--- config.mk ---
export PLATFORM = sky130hd
export DESIGN_NAME = score_bcd_counter
export DESIGN_NICKNAME = d
export VERILOG_FILES = /design/src/rtl/frogger_pkg.sv /design/src/rtl/bcd_digit.sv /design/src/rtl/score_bcd_counter.sv
export SDC_FILE = /design/constraint.sdc
export NUM_CORES = 1
export LEC_CHECK = 0
export ABC_AREA = 1
export CAP_MARGIN = 25
export CORE_ASPECT_RATIO = 0.6
export CORE_MARGIN = 5
export CORE_UTILIZATION = 45
export CTS_BUF_LIST = sky130_fd_sc_hd__clkbuf_4 sky130_fd_sc_hd__clkbuf_8
export DETAILED_ROUTE_END_ITERATION = 16
export GPL_TIMING_DRIVEN = 0
export PLACE_DENSITY = 0.71
export SLEW_MARGIN = 20
export SYNTH_ARGS = -nofsm -noshare
export SYNTH_HDL_FRONTEND = slang
export SYNTH_HIERARCHICAL = 1
export SYNTH_SLANG_ARGS = --single-unit
--- constraint.sdc ---
create_clock -name clk -period 1.75 [get_ports clk]
set_input_delay 0.175 -clock clk [delete_from_list [all_inputs] [get_ports clk]]
set_output_delay 0.175 -clock clk [all_outputs]
set_load 0.01 [all_outputs]
--- src/rtl/frogger_pkg.sv ---
// Shared types and helpers for the Frogger score display path.
// Scores are packed BCD vectors with digit 0 (units) in the low nibble.
package frogger_pkg;

   typedef logic [3:0] bcd_t;

   localparam bcd_t BCD_MAX    = 4'd9;
   localparam int   MAX_DIGITS = 8;

   // Callers zero-extend narrower scores; leading zero digits keep the numeric order intact.
   function automatic logic bcd_gt(input logic [4*MAX_DIGITS-1:0] a,
                                   input logic [4*MAX_DIGITS-1:0] b);
      logic gt;
      logic decided;
      bcd_t da;
      bcd_t db;
      gt      = 1'b0;
      decided = 1'b0;
      for (int i = MAX_DIGITS - 1; i >= 0; i--) begin
         da = a[4*i +: 4];
         db = b[4*i +: 4];
         if (!decided && (da != db)) begin
            gt      = (da > db);
            decided = 1'b1;
         end
      end
      return gt;
   endfunction

endpackage

--- src/rtl/bcd_digit.sv ---
// One decade of the score counter: counts 0..9 and ripples a carry to the next decade.
module bcd_digit
   import frogger_pkg::*;
(
   input  logic clk,
   input  logic reset,
   input  logic clr,
   input  logic cin,
   input  logic en,
   output bcd_t q,
   output logic cout
);

   assign cout = cin & (q == BCD_MAX);

   always_ff @(posedge clk) begin
      if (reset || clr) begin
         q <= '0;
      end else if (en && cin) begin
         q <= (q == BCD_MAX) ? bcd_t'(0) : bcd_t'(q + 4'd1);
      end
   end

   digit_in_range: assert property (@(posedge clk) disable iff (reset) q <= BCD_MAX);

endmodule

--- src/rtl/score_bcd_counter.sv ---
// Frogger score counter: edge-detected point/game-over events, saturating BCD score,
// high-score register and leading-zero blanking for the per-digit HEX decoders.
module score_bcd_counter
   import frogger_pkg::*;
#(
   parameter int NUM_DIGITS = 3
) (
   input  logic                    clk,
   input  logic                    reset,
   input  logic                    clear,
   input  logic                    point,
   input  logic                    game_over,
   output logic [4*NUM_DIGITS-1:0] digits,
   output logic [4*NUM_DIGITS-1:0] hi_digits,
   output logic [NUM_DIGITS-1:0]   blank,
   output logic                    saturated
);

   logic                  point_q;
   logic                  go_q;
   logic                  rise;
   logic                  go_rise;
   logic [NUM_DIGITS:0]   carry;
   logic [4*MAX_DIGITS-1:0] cur_ext;
   logic [4*MAX_DIGITS-1:0] hi_ext;
   logic                  new_high;

   // Edge registers reset high so a level already asserted at reset is not an event.
   always_ff @(posedge clk) begin
      if (reset) begin
         point_q <= 1'b1;
         go_q    <= 1'b1;
      end else begin
         point_q <= point;
         go_q    <= game_over;
      end
   end

   assign rise    = point & ~point_q;
   assign go_rise = game_over & ~go_q;
   assign carry[0] = rise;

   for (genvar g = 0; g < NUM_DIGITS; g++) begin : g_digit
      bcd_digit u_digit (
         .clk   (clk),
         .reset (reset),
         .clr   (clear),
         .cin   (carry[g]),
         .en    (~saturated),
         .q     (digits[4*g +: 4]),
         .cout  (carry[g+1])
      );
   end

   always_comb begin
      saturated = 1'b1;
      for (int i = 0; i < NUM_DIGITS; i++) begin
         if (digits[4*i +: 4] != BCD_MAX) saturated = 1'b0;
      end
   end

   // Walk from the MSD down; a digit is blankable while everything above it is zero.
   always_comb begin
      logic any_nz;
      any_nz = 1'b0;
      blank  = '0;
      for (int i = NUM_DIGITS - 1; i >= 0; i--) begin
         any_nz   = any_nz | (digits[4*i +: 4] != 4'd0);
         blank[i] = (i > 0) && !any_nz;
      end
   end

   always_comb begin
      cur_ext = '0;
      hi_ext  = '0;
      cur_ext[4*NUM_DIGITS-1:0] = digits;
      hi_ext[4*NUM_DIGITS-1:0]  = hi_digits;
      new_high = bcd_gt(cur_ext, hi_ext);
   end

   // Commits the registered (pre-increment, pre-clear) score.
   always_ff @(posedge clk) begin
      if (reset) begin
         hi_digits <= '0;
      end else if (go_rise && new_high) begin
         hi_digits <= digits;
      end
   end

   msd_carry_only_when_full: assert property (@(posedge clk) disable iff (reset)
      carry[NUM_DIGITS] |-> saturated);

endmodule
==> reports/metrics.yaml, run 1 <==
power:
  p_comb_share_pct: 52.1
  power.share.clock_pct: 16.0
  seq_power_share_pct: 31.9
  power.switching_mw: 0.877
  powerDensity_nw_per_um2: 968
  swShare_pct: 40.3
  peakVddDrop_mv: 0.576
  internal_power_mw: 1.30
  p_leak_nw: 0.900
timing:
  finClkSkew_ns: 0.00449
  rsz0062_at_grt: "yes"
  period_needed_ns: 1.68
  hold_viol: 0
  setup_viol: 0
  finalMaxSlewViolations: 0
  fmax_ghz: 0.594
  timing.final.crit_share_pct: 96.2
  final.setup.tns_ns: 0
critical_path:
  required_ns: 1.92
  startpoint_type: "flip-flop"
  cp.arrival_ns: 1.86
  cp-end-kind: "flip-flop"
  crit_fanout: 10
  crit_type: "flip-flop to flip-flop"
clock_tree:
  clock-sinks: 26
  ctsRootBufferMaster: "clkbuf_8"
  clkTransAtPathRegs_ns: 0.09
  cts_hold_buf: 0
  clock_latency_ns: 0.27
  htree_levels: 1
  cts_buffer_depth: 2
  cts_tree: "yes"
  cts_inserted_buffers: 3
floorplanning:
  die_area_sq_um: 5180
  io_pins: 33
  initial_utilization_pct: 46.8
  rows: 17
  die_x_um: 89.6
  core_area_sq_um: 3660
  die_y_um: 57.8
hold_path:
  worstHoldPathType: "primary input to flip-flop"
finish:
  nNetsFinal: 306
  area_delta_synth_final_pct: 31.5
  multi_input_area_sq_um: 1010
  antennaDiodeCount: 0
  drive_gt1_share_pct: 24.7
  instances_no_fill: 334
  fill_cells: 357
  seq_area_sq_um: 559
synth:
  syn_area_sq_um: 1710
  syn_inst: 249
  synth_warnings: 6
  synth_fp_nets: 266
  avgSynthCellArea_sq_um: 6.87
routing:
  finalWirelength_um: 4200
  num_vias: 1654
  drt-initial-drc-count: 59
  dr.pass1.iters: 4
  viasPerCell: 4.95
  wl_per_cell_um: 12.6
  drc: 0
  ant_nets: 0
global_route:
  grt_pass1_wl_um: 6570
  grt_max_degree: 14
  groute.usage.overall_pct: 16.1
  grt_pass1_vias: 1398
  antenna_found_initial: 0
  grt.overflow.total: 0
placed_design:
  dp.cells: 327
  dp_hpwl_um: 3040
  gp_congestion: 0.820
  portBuffers: 31
flow_run:
  maxCapViolCount: 0
outcome:
  outcome: "finished, final reports clean"
-- timing repair --
action                     in CTS  in global routing
pin swaps                       2                  3
setup buffers                   1                  2
setup endpoints to repair      24                 21
gates cloned                    0                  1
resized for setup              14                 33
-- worst max-delay path: stages, from the launching register on --
cell and delay, ns:
dfxtp_4 0.35, inv_1 0.07, ha_1 0.30, nand3_2 0.09, nor2_4 0.13, nor2_2 0.05, nand3_2 0.07, nand2_2 0.06
inv_4 0.10, buf_8 0.14, nand3_1 0.09, nand2_1 0.08, nor2_1 0.05
-- registers in the layout (all words and copies together) (netlist names) --
register           cells
point_q                1
go_q                   1
hi_digits             12
g_digit.u_digit/q     12
-- per-stage QoR --
stage | instance area (sq um) | worst slack, ns | hold WS (ns) | total power, mW | utilization (%)
after floorplan | 1710 | 0.0669 | 0.271 | 1.42 | -
after CTS | 2150 | 0.00713 | 0.448 | 2.04 | 58.8
after global routing | 2250 | -0.0100 | 0.474 | 2.32 | 61.5
after detailed placement | 2080 | -0.299 | 0.501 | 1.69 | 56.9
after global placement | 2080 | -0.242 | 0.496 | 1.68 | 56.9
final | 2250 | 0.0658 | 0.449 | 2.18 | 61.5
-- area by class of cell --
class                   count  share of cell area (%)
flip-flops and latches     26                    24.8
inverters                  47                    7.95
multi-input cells         170                    44.9
plain buffers               6                    3.11
well taps                  47                    2.61
clock buffers               3                    1.83
repair buffers             35                    14.8
-- metal layers --
metal	global-route usage, %	up-vias	wire, um
li1	-	862	-
met1	23.6	750	2170
met2	23.9	37	1780
met3	4.26	5	224
met4	2.34	0	22
met5	0	-	0
-- power groups by stage --
stage / registers [mW] / clock network (mW) / logic (mW)
2_1_floorplan: 0.724 / 0 / 0.697
6_report: 0.695 / 0.348 / 1.14
4_1_cts: 0.692 / 0.355 / 0.990
3_5_place_dp: 0.708 / 0 / 0.985
3_3_place_gp: 0.705 / 0 / 0.971
5_1_grt: 0.705 / 0.384 / 1.23
-- layout by cell type (no fill, tap or decap), drive strengths merged --
| cell | instances |
|---|---|
| nand3 | 26 |
| inv | 47 |
| conb | 1 |
| dfxtp | 26 |
| clkdlybuf4s50 | 28 |
| nand2 | 48 |
| nand3b | 1 |
| nor4 | 3 |
| ha | 12 |
| a21boi | 3 |
| o21ai | 9 |
| clkbuf | 4 |
| dlygate4sd2 | 2 |
| nor3b | 2 |
| o21bai | 5 |
| nand4 | 1 |
| nor3 | 1 |
| buf | 10 |
| a21oi | 17 |
| nor2 | 41 |
-- worst paths after layout --
check	start	depth (start not counted)	slack [ns]	to
max	g_digit[2].u_digit/q[0]	12	0.07	hi_digits[4]
min	game_over	3	0.45	go_q
max reg2reg	g_digit[2].u_digit/q[0]	12	0.07	hi_digits[4]
min reg2reg	hi_digits[3]	2	0.50	hi_digits[3]
Power figures use the tool's default switching activity.
==> run 2, diff against run 1 <==
- CAP_MARGIN: 25 -> 20
- GPL_ROUTABILITY_DRIVEN: default -> 1
- SKIP_LAST_GASP: default -> 1
==> reports/metrics.yaml, run 2 (synthesis results as in run 1) <==
clock_tree:
  htree_levels: 1  # unchanged
  cts_inserted_buffers: 3  # unchanged
  clkTransAtPathRegs_ns: 0.09  # about the same
  cts_tree: "yes"
  cts_hold_buf: 0  # unchanged
  clock-sinks: 26  # unchanged
  ctsRootBufferMaster: "clkbuf_8"
  cts_buffer_depth: 2  # unchanged
  clock_latency_ns: 0.27  # about the same
timing:
  finClkSkew_ns: 0.00117  # -0.00332 ns
  finalMaxSlewViolations: 0  # unchanged
  rsz0062_at_grt: "yes"
  timing.final.crit_share_pct: 96.9  # +0.71 points
  hold_viol: 0  # unchanged
  final.setup.tns_ns: 0  # unchanged
  fmax_ghz: 0.589  # -0.73%
  period_needed_ns: 1.70  # +0.0124 ns
  setup_viol: 0  # unchanged
finish:
  fill_cells: 357  # unchanged
  drive_gt1_share_pct: 23.3  # -1.4 points
  reg_top3: "g_digit.u_digit/q x12, hi_digits x12"
  layout_common_cells: "42 x nand2_1, 41 x inv_1, 34 x nor2_1"
  antennaDiodeCount: 0  # unchanged
  nNetsFinal: 306  # unchanged
  area_delta_synth_final_pct: 30.3
  final_core_util_pct: 60.9  # -0.58 points
  layout_commonest_cell: "nand2_1"
floorplanning:
  die_x_um: 89.6  # unchanged
  rows: 17  # unchanged
  io_pins: 33  # unchanged
  die_area_sq_um: 5180  # unchanged
  initial_utilization_pct: 46.8  # unchanged
  core_area_sq_um: 3660  # unchanged
  die_y_um: 57.8  # unchanged
outcome:
  outcome: "finished, final reports clean"
power:
  power_mw: 2.15  # -1.3%
  seq_power_share_pct: 32.2  # +0.3 points
  power.share.clock_pct: 15.9  # about the same
  swShare_pct: 39.9  # -0.36 points
  p_leak_nw: 0.897  # -0.30%
  powerDensity_nw_per_um2: 965  # -0.34%
  peakVddDrop_mv: 0.567  # -1.4%
  p_comb_share_pct: 51.9  # -0.2 points
  power.switching_mw: 0.858  # -2.2%
  internal_power_mw: 1.29  # -0.70%
global_route:
  grt.overflow.total: 0  # unchanged
  antenna_found_initial: 0  # unchanged
  groute.usage.overall_pct: 16.1  # unchanged
  grt_max_degree: 14  # unchanged
  grt_pass1_vias: 1398  # unchanged
  grt_pass1_wl_um: 6570  # unchanged
placed_design:
  dp_hpwl_um: 3040  # unchanged
  gp_congestion: 0.820  # unchanged
  portBuffers: 31  # unchanged
routing:
  num_vias: 1631  # -1.4%
  finalWirelength_um: 4190  # about the same
  dr.pass1.iters: 4  # unchanged
  drc: 0  # unchanged
  drt-initial-drc-count: 74  # +25%
  viasPerCell: 4.88  # -1.4%
  wl_per_cell_um: 12.5  # about the same
  ant_nets: 0  # unchanged
critical_path:
  reg2regPathDepth: 12  # unchanged
  crit_fanout: 10  # unchanged
  critPathSlowestCell: "dfxtp_4"
  critical_path.cell_chain: "inv_1 > ha_1 > nand3_2 > nor2_4 > nor2_2 > nand3_2 > nand2_2 > inv_4 > buf_8 > nand3_1 > nand2_1 > nor2_1"
  cp-end-kind: "flip-flop"
  critPathMostFrequentCell: "nand3_2"
  startpoint_type: "flip-flop"
  crit_type: "flip-flop to flip-flop"
  required_ns: 1.92  # about the same
  cp_slowest_stage_delay_ns: 0.35  # about the same
  cp.arrival_ns: 1.87  # about the same
hold_path:
  holdPathStages: 3  # unchanged
  worstHoldPathType: "primary input to flip-flop"
flow_run:
  maxCapViolCount: 0  # unchanged
-- run 2: area by class of cell --
class	instances	area [sq um]	share of cell area (%)
timing repair buffer	35	333	14.9
clock buffer	3	41.3	1.85
sequential	26	558	25.0
tap	47	58.8	2.64
buffer	6	70.1	3.14
multi-input combinational	170	990	44.4
inverter	47	179	8.02
-- run 2: worst paths after layout --
kind / slack, ns / start / end
setup / recovery: 0.05 / g_digit[2].u_digit/q[0] / hi_digits[4]
hold / removal: 0.45 / game_over / go_q
setup reg to reg: 0.05 / g_digit[2].u_digit/q[0] / hi_digits[4]
hold reg to reg: 0.49 / hi_digits[3] / hi_digits[3]
-- run 2: repair_timing --
action                     CTS  global route
setup endpoints to repair   24            21
resized for setup           13            30
buffers inserted             1             2
pin swaps                    2             2
cloned                       0             1
-- run 2: critical path, delay by kind of cell, from the launching register on --
family / cells / cell delay, ns
flip-flops: 1 / 0.35
adder cells (fa/ha/maj): 1 / 0.31
buffers and inverters: 3 / 0.31
AND/OR/NAND/NOR: 8 / 0.62
-- run 2: power groups by stage --
stage,Combinational (mW),Sequential [mW],Clock [mW]
floorplan,0.697,0.724,0
global placement,0.971,0.705,0
detailed placement,0.985,0.708,0
CTS,0.990,0.692,0.355
global route,1.21,0.703,0.384
finish,1.12,0.692,0.343
-- run 2: metrics by stage --
| step | area (sq um) | setup slack, ns | instances | hold WS [ns] |
|---|---|---|---|---|
| 2_1_floorplan | 1710 | 0.0669 | 249 | 0.271 |
| 3_3_place_gp | 2080 | -0.242 | 327 | 0.496 |
| 3_5_place_dp | 2080 | -0.299 | 327 | 0.501 |
| 4_1_cts | 2150 | -0.00929 | 331 | 0.448 |
| 5_1_grt | 2230 | -0.0318 | 334 | 0.474 |
| 6_report | 2230 | 0.0534 | 334 | 0.449 |
-- run 2: per-layer routing --
metal,part of all wire [%],GRT usage [%],up-vias
met5,0,0,-
met4,0.24,2.34,0
met3,6.6,4.26,3
met2,43,23.9,49
met1,50,23.6,718
li1,-,-,861
